`src/rtl/sd_sector_responder_pkg.sv`:
```
// Shared types and constants for the SD sector responder.
// The state enum lives here so the bench and any wrapper share one encoding.
package sd_sector_responder_pkg;

  localparam int SECTOR_WORDS    = 256;
  localparam int DEF_LBA_W       = 4;
  localparam int DEF_IMG_SECTORS = 16;

  localparam logic [7:0] LAST_INDEX = 8'(SECTOR_WORDS - 1);

  typedef enum logic [3:0] {
    S_IDLE    = 4'd0,
    S_ACK     = 4'd1,
    S_RD_REQ  = 4'd2,
    S_RD_PUSH = 4'd3,
    S_WR_ADDR = 4'd4,
    S_WR_CAP  = 4'd5,
    S_WR_REQ  = 4'd6,
    S_DONE    = 4'd7,
    S_GAP     = 4'd8
  } state_t;

endpackage

```
`src/rtl/sd_sector_responder.sv`:
```
// Serves 256-word SD sector reads/writes from an external word-addressed image.
// Out-of-range sectors read as zeros and silently discard writes.
//
//  state     | meaning
//  ----------+---------------------------------------------------------------
//  IDLE      | wait for sd_rd/sd_wr, latch lba, op and range flag
//  ACK       | raise sd_ack, clear word index
//  RD_REQ    | fetch word {lba,index} from backing memory (skipped if out of range)
//  RD_PUSH   | one-cycle sd_buff_wr of the fetched word
//  WR_ADDR   | present index to the initiator's sync-read buffer
//  WR_CAP    | sample sd_buff_din into mem_wdata
//  WR_REQ    | store word to backing memory (skipped if out of range)
//  DONE      | sd_ack low
//  GAP       | sd_ack held low one more cycle, requests ignored
module sd_sector_responder
  import sd_sector_responder_pkg::*;
#(
  parameter int LBA_W       = DEF_LBA_W,
  parameter int IMG_SECTORS = DEF_IMG_SECTORS
) (
  input  logic               clk_sys,
  input  logic               reset_n,
  input  logic [31:0]        sd_lba,
  input  logic               sd_rd,
  input  logic               sd_wr,
  output logic               sd_ack,
  output logic [7:0]         sd_buff_addr,
  output logic [15:0]        sd_buff_dout,
  output logic               sd_buff_wr,
  input  logic [15:0]        sd_buff_din,
  output logic [LBA_W+7:0]   mem_addr,
  output logic               mem_rd,
  output logic               mem_we,
  output logic [15:0]        mem_wdata,
  input  logic [15:0]        mem_rdata,
  input  logic               mem_ack,
  output logic               busy
);

  state_t            r_state;
  state_t            w_state_nxt;
  logic [LBA_W-1:0]  r_lba;
  logic              r_is_rd;
  logic              r_in_range;
  logic [7:0]        r_index;
  logic [7:0]        w_index_nxt;
  logic [7:0]        r_buff_addr;
  logic [15:0]       r_rdata;
  logic [15:0]       r_wdata;

  logic              w_req;
  logic              w_lba_in_range;
  logic              w_last;
  logic              w_mem_done;
  logic              w_latch;
  logic              w_capture_rd;
  logic              w_capture_wr;
  logic              w_buff_addr_ld;

  assign w_req          = sd_rd | sd_wr;
  // Full-width compare so high lba bits cannot alias into the image.
  assign w_lba_in_range = (sd_lba < 32'(IMG_SECTORS));
  assign w_last         = (r_index == LAST_INDEX);
  assign w_mem_done     = r_in_range ? mem_ack : 1'b1;

  always_comb begin
    w_state_nxt  = r_state;
    w_index_nxt  = r_index;
    w_latch      = 1'b0;
    w_capture_rd = 1'b0;
    w_capture_wr = 1'b0;
    case (r_state)
      S_IDLE: begin
        if (w_req) begin
          w_latch     = 1'b1;
          w_state_nxt = S_ACK;
        end
      end
      S_ACK: begin
        w_index_nxt = 8'd0;
        w_state_nxt = r_is_rd ? S_RD_REQ : S_WR_ADDR;
      end
      S_RD_REQ: begin
        if (w_mem_done) begin
          w_capture_rd = 1'b1;
          w_state_nxt  = S_RD_PUSH;
        end
      end
      S_RD_PUSH: begin
        if (w_last) begin
          w_state_nxt = S_DONE;
        end else begin
          w_index_nxt = r_index + 8'd1;
          w_state_nxt = S_RD_REQ;
        end
      end
      S_WR_ADDR: w_state_nxt = S_WR_CAP;
      S_WR_CAP: begin
        w_capture_wr = 1'b1;
        w_state_nxt  = S_WR_REQ;
      end
      S_WR_REQ: begin
        if (w_mem_done) begin
          if (w_last) begin
            w_state_nxt = S_DONE;
          end else begin
            w_index_nxt = r_index + 8'd1;
            w_state_nxt = S_WR_ADDR;
          end
        end
      end
      S_DONE:  w_state_nxt = S_GAP;
      S_GAP:   w_state_nxt = S_IDLE;
      default: w_state_nxt = S_IDLE;
    endcase
  end

  // Buffer address only moves when entering a state that presents it.
  assign w_buff_addr_ld = (w_state_nxt == S_RD_PUSH) || (w_state_nxt == S_WR_ADDR);

  always_ff @(posedge clk_sys or negedge reset_n) begin
    if (!reset_n) begin
      r_state     <= S_IDLE;
      r_lba       <= '0;
      r_is_rd     <= 1'b0;
      r_in_range  <= 1'b0;
      r_index     <= 8'd0;
      r_buff_addr <= 8'd0;
      r_rdata     <= 16'h0000;
      r_wdata     <= 16'h0000;
    end else begin
      r_state <= w_state_nxt;
      r_index <= w_index_nxt;
      if (w_latch) begin
        r_lba      <= sd_lba[LBA_W-1:0];
        r_is_rd    <= sd_rd;
        r_in_range <= w_lba_in_range;
      end
      if (w_buff_addr_ld) begin
        r_buff_addr <= w_index_nxt;
      end
      if (w_capture_rd) begin
        r_rdata <= r_in_range ? mem_rdata : 16'h0000;
      end
      if (w_capture_wr) begin
        r_wdata <= sd_buff_din;
      end
    end
  end

  // Decoded from the state register so reset drops them immediately.
  always_comb begin
    sd_ack = 1'b0;
    case (r_state)
      S_ACK, S_RD_REQ, S_RD_PUSH, S_WR_ADDR, S_WR_CAP, S_WR_REQ: sd_ack = 1'b1;
      default:                                                   sd_ack = 1'b0;
    endcase
  end

  assign sd_buff_wr   = (r_state == S_RD_PUSH);
  assign sd_buff_addr = r_buff_addr;
  assign sd_buff_dout = r_rdata;
  assign mem_addr     = {r_lba, r_index};
  assign mem_rd       = (r_state == S_RD_REQ) && r_in_range;
  assign mem_we       = (r_state == S_WR_REQ) && r_in_range;
  assign mem_wdata    = r_wdata;
  assign busy         = (r_state != S_IDLE);

endmodule

```
`config.mk`:
```
export PLATFORM = sky130hd
export DESIGN_NAME = sd_sector_responder
export DESIGN_NICKNAME = d
export VERILOG_FILES = /design/src/rtl/sd_sector_responder_pkg.sv /design/src/rtl/sd_sector_responder.sv
export SDC_FILE = /design/constraint.sdc
export NUM_CORES = 1
export LEC_CHECK = 0
export BUFFER_PORTS_ARGS = -buffer_cell sky130_fd_sc_hd__buf_4
export CORE_MARGIN = 4
export CORE_UTILIZATION = 38
export CTS_CLUSTER_SIZE = 16
export DETAILED_ROUTE_END_ITERATION = 10
export PLACE_DENSITY = 0.68
export REMOVE_ABC_BUFFERS = 1
export SETUP_SLACK_MARGIN = 0.15
export SYNTH_ARGS = -nofsm -noshare
export SYNTH_HDL_FRONTEND = slang
export SYNTH_SLANG_ARGS = --single-unit
```
`constraint.sdc`:
```
create_clock -name clk_sys -period 6.7 [get_ports clk_sys]
set_clock_uncertainty 0.2 [all_clocks]
set_input_delay 1.005 -clock clk_sys [delete_from_list [all_inputs] [get_ports clk_sys]]
set_output_delay 1.005 -clock clk_sys [all_outputs]
set_load 0.02 [all_outputs]
```
==> reports/results.ini <==
[run_status]
outcome=finished clean

[global_route]
antenna_found_initial=0
overflow=0
grt_pass1_vias=2360
grt_first_pass_wirelength_um=11400
grt_start_max_net_pins=59
track_usage=0.169

[pwr]
switching_power_mw=0.183
internal-power_mw=0.633
p_comb_frac=0.108
p_clk_frac=0.436
seqPwrFrac=0.456
swShare=0.224
peakVddDrop_uv=123
p_leak_nw=1.92
cellPowerDensity_nw_per_um2=212

[logic_synthesis]
synth-seq-cells=58
syn_area_per_cell_sq_um=10.9
synth_top_area_share=0.551
synth_edf_count=0
ys_warn_count=0
synth_commonest_cells=dfrtp_1 (58), nand2_1 (37), mux2_2 (29)
yosysSeqAreaShare=0.551
syn_inst=242
yosys.area.top_type=dfrtp_1
yosys.cell_types.count=41
syn_area_sq_um=2630
ys.flop_type=dfrtp_1
async_flop_share=1.00
synth_area_leaders=dfrtp_1 (55%), mux2_2 (12%), nand2_1 (5.3%)
synthMostInstantiatedCell=dfrtp_1

[clock_network]
clkTransAtPathRegs_ns=0.07
h-tree-depth=3
clock_latency_ns=0.33
numClockSinks=58
cts.path.max_buffers=2
post_cts_buffers=0
cts_root_buf=clkbuf_8
cts_buffers=9
cts_tree=done
hold_buffers=0
cts_resized=0

[timing]
rsz0062_at_grt=no
hold_viol=0
fin_crit_sh=0.444
setup_viol=0
tightest_slew_ns=1.20
fmax_mhz=336
min_period_ns=2.98
max-slew-margin-rel=0.195
finalMaxSlewViolations=0
setup_tns_ns=0
fin_hold_ws_ns=0.286

[worst_setup_path]
endpoint_kind=flop
path_buf_inv=2
crit_arrival_ns=3.00
critPathLaunch=mem_ack
critPathMaxStageDelay_ns=0.70
cp-start-kind=primary input
cp_top_family=simple AND/OR/NAND/NOR gates
r2r_start=r_in_range
cp_max_fo=33
required_ns=6.72
path_cells=buf_4 -> and2b_1 -> or4_1 -> inv_1 -> a31oi_4 -> mux2_2
critical_path_class=in2reg
worst_path_max_delay_cell=or4_1

[worst_hold_path]
hp-class=reg2reg
hold_start=sd_buff_dout[10]

[placed_design]
finalWeightedCongestion=0.885
dpl.hpwl_um=5170
portBuffers=125

[layout]
syn2layout_area_growth_pct=45.9
fin_util=0.569
antenna_cells=0
fillers=606
fin_nets=437
drive_gt1_frac=0.468

[floorplan]
num_rows=30
io_pins=126
dieArea_sq_um=8330
die_h_um=91.3
die_w_um=91.3
start_util=0.390
design.core.area_sq_um=6760

[route]
drt-total-wl_um=6830
vias=2302
drtIter0Drc=97
detail_route.wl_per_cell_um=15.1
antenna_left=0
viasPerCell=5.09
first_pass_iters=4
drc=0

[run]
cap_violations=0

-- final timing paths --
| kind | to | slack (ns) | depth (start not counted) |
|---|---|---|---|
| setup reg to reg | sd_buff_addr[0] | 3.74 | 5 |
| hold reg to reg | sd_buff_dout[10] | 0.29 | 2 |
| setup / recovery | sd_buff_addr[0] | 3.72 | 6 |
| hold / removal | sd_buff_dout[10] | 0.29 | 2 |
| min in group asynchronous | sd_buff_addr[5] | 0.52 | 1 |
| max in group asynchronous | sd_buff_dout[15] | 5.30 | 1 |
-- power by group through the flow --
stage,Combinational (mW),Sequential [mW],Clock [mW]
global placement,0.0888,0.377,0
detailed placement,0.0900,0.379,0
global route,0.0960,0.373,0.381
CTS,0.0902,0.372,0.363
finish,0.0883,0.372,0.355
floorplan,0.0151,0.392,0
-- stage by stage --
step	area (sq um)	std cells	worst slack (ns)	power, mW
floorplan	2590	231	3.80	0.407
global placement	3620	436	3.35	0.466
detailed placement	3620	436	3.33	0.469
CTS	3840	452	3.69	0.826
global route	3840	452	3.49	0.850
finish	3840	452	3.72	0.816
-- metal layers --
layer	wire, um	up-vias	GRT usage
li1	-	1133	-
met5	0	-	0
met2	3420	64	0.279
met4	73	0	0.0641
met3	389	9	0.0406
met1	2940	1096	0.215
-- tightest hold or removal path, delay by kind of cell (launching register included) --
kind | cells | cell delay [ns]
DFF | 1 | 0.35
AOI/OAI and AO/OA | 1 | 0.06
and+or+nand+nor | 1 | 0.04
-- final cells by class --
class / count / area, sq um / area share
Clock inverter: 5 / 77.6 / 0.0202
Clock buffer: 11 / 141 / 0.0368
Tap cell: 80 / 100 / 0.0260
Inverter: 6 / 22.5 / 0.00586
Sequential cell: 58 / 1450 / 0.378
Timing Repair Buffer: 125 / 938 / 0.244
Multi-Input combinational cell: 167 / 1110 / 0.289
-- placed cells by master, fill, tap and decap left out, drive strengths merged, types with 3 or more instances in the layout --
master | synthesis | routed
o21ai | 23 | 23
nor3 | 3 | 3
nand2 | 37 | 37
a22o | 3 | 3
a21oi | 5 | 5
nor4 | 8 | 8
a31oi | 8 | 8
buf | 6 | 125
dfrtp | 58 | 58
clkbuf | 5 | 11
mux2 | 29 | 29
nor2 | 13 | 13
nand4 | 3 | 3
nand2b | 4 | 4
inv | 6 | 6
nand3 | 4 | 4
-- sequential cells by signal (all words and copies together) (netlist names) --
register / count
mem_wdata: 16
r_lba: 4
sd_buff_dout: 16
r_index: 8
sd_buff_addr: 8
r_state: 4
r_is_rd: 1
r_in_range: 1
-- cells by family after synthesis --
kind of cell	share of synthesized area
flip-flops	0.551
AND/OR/NAND/NOR	0.148
adder cells (fa/ha/maj)	0.00475
buffers and inverters	0.0266
multiplexers	0.124
AO/OA/AOI/OAI	0.145
Power figures use the tool's default switching activity.
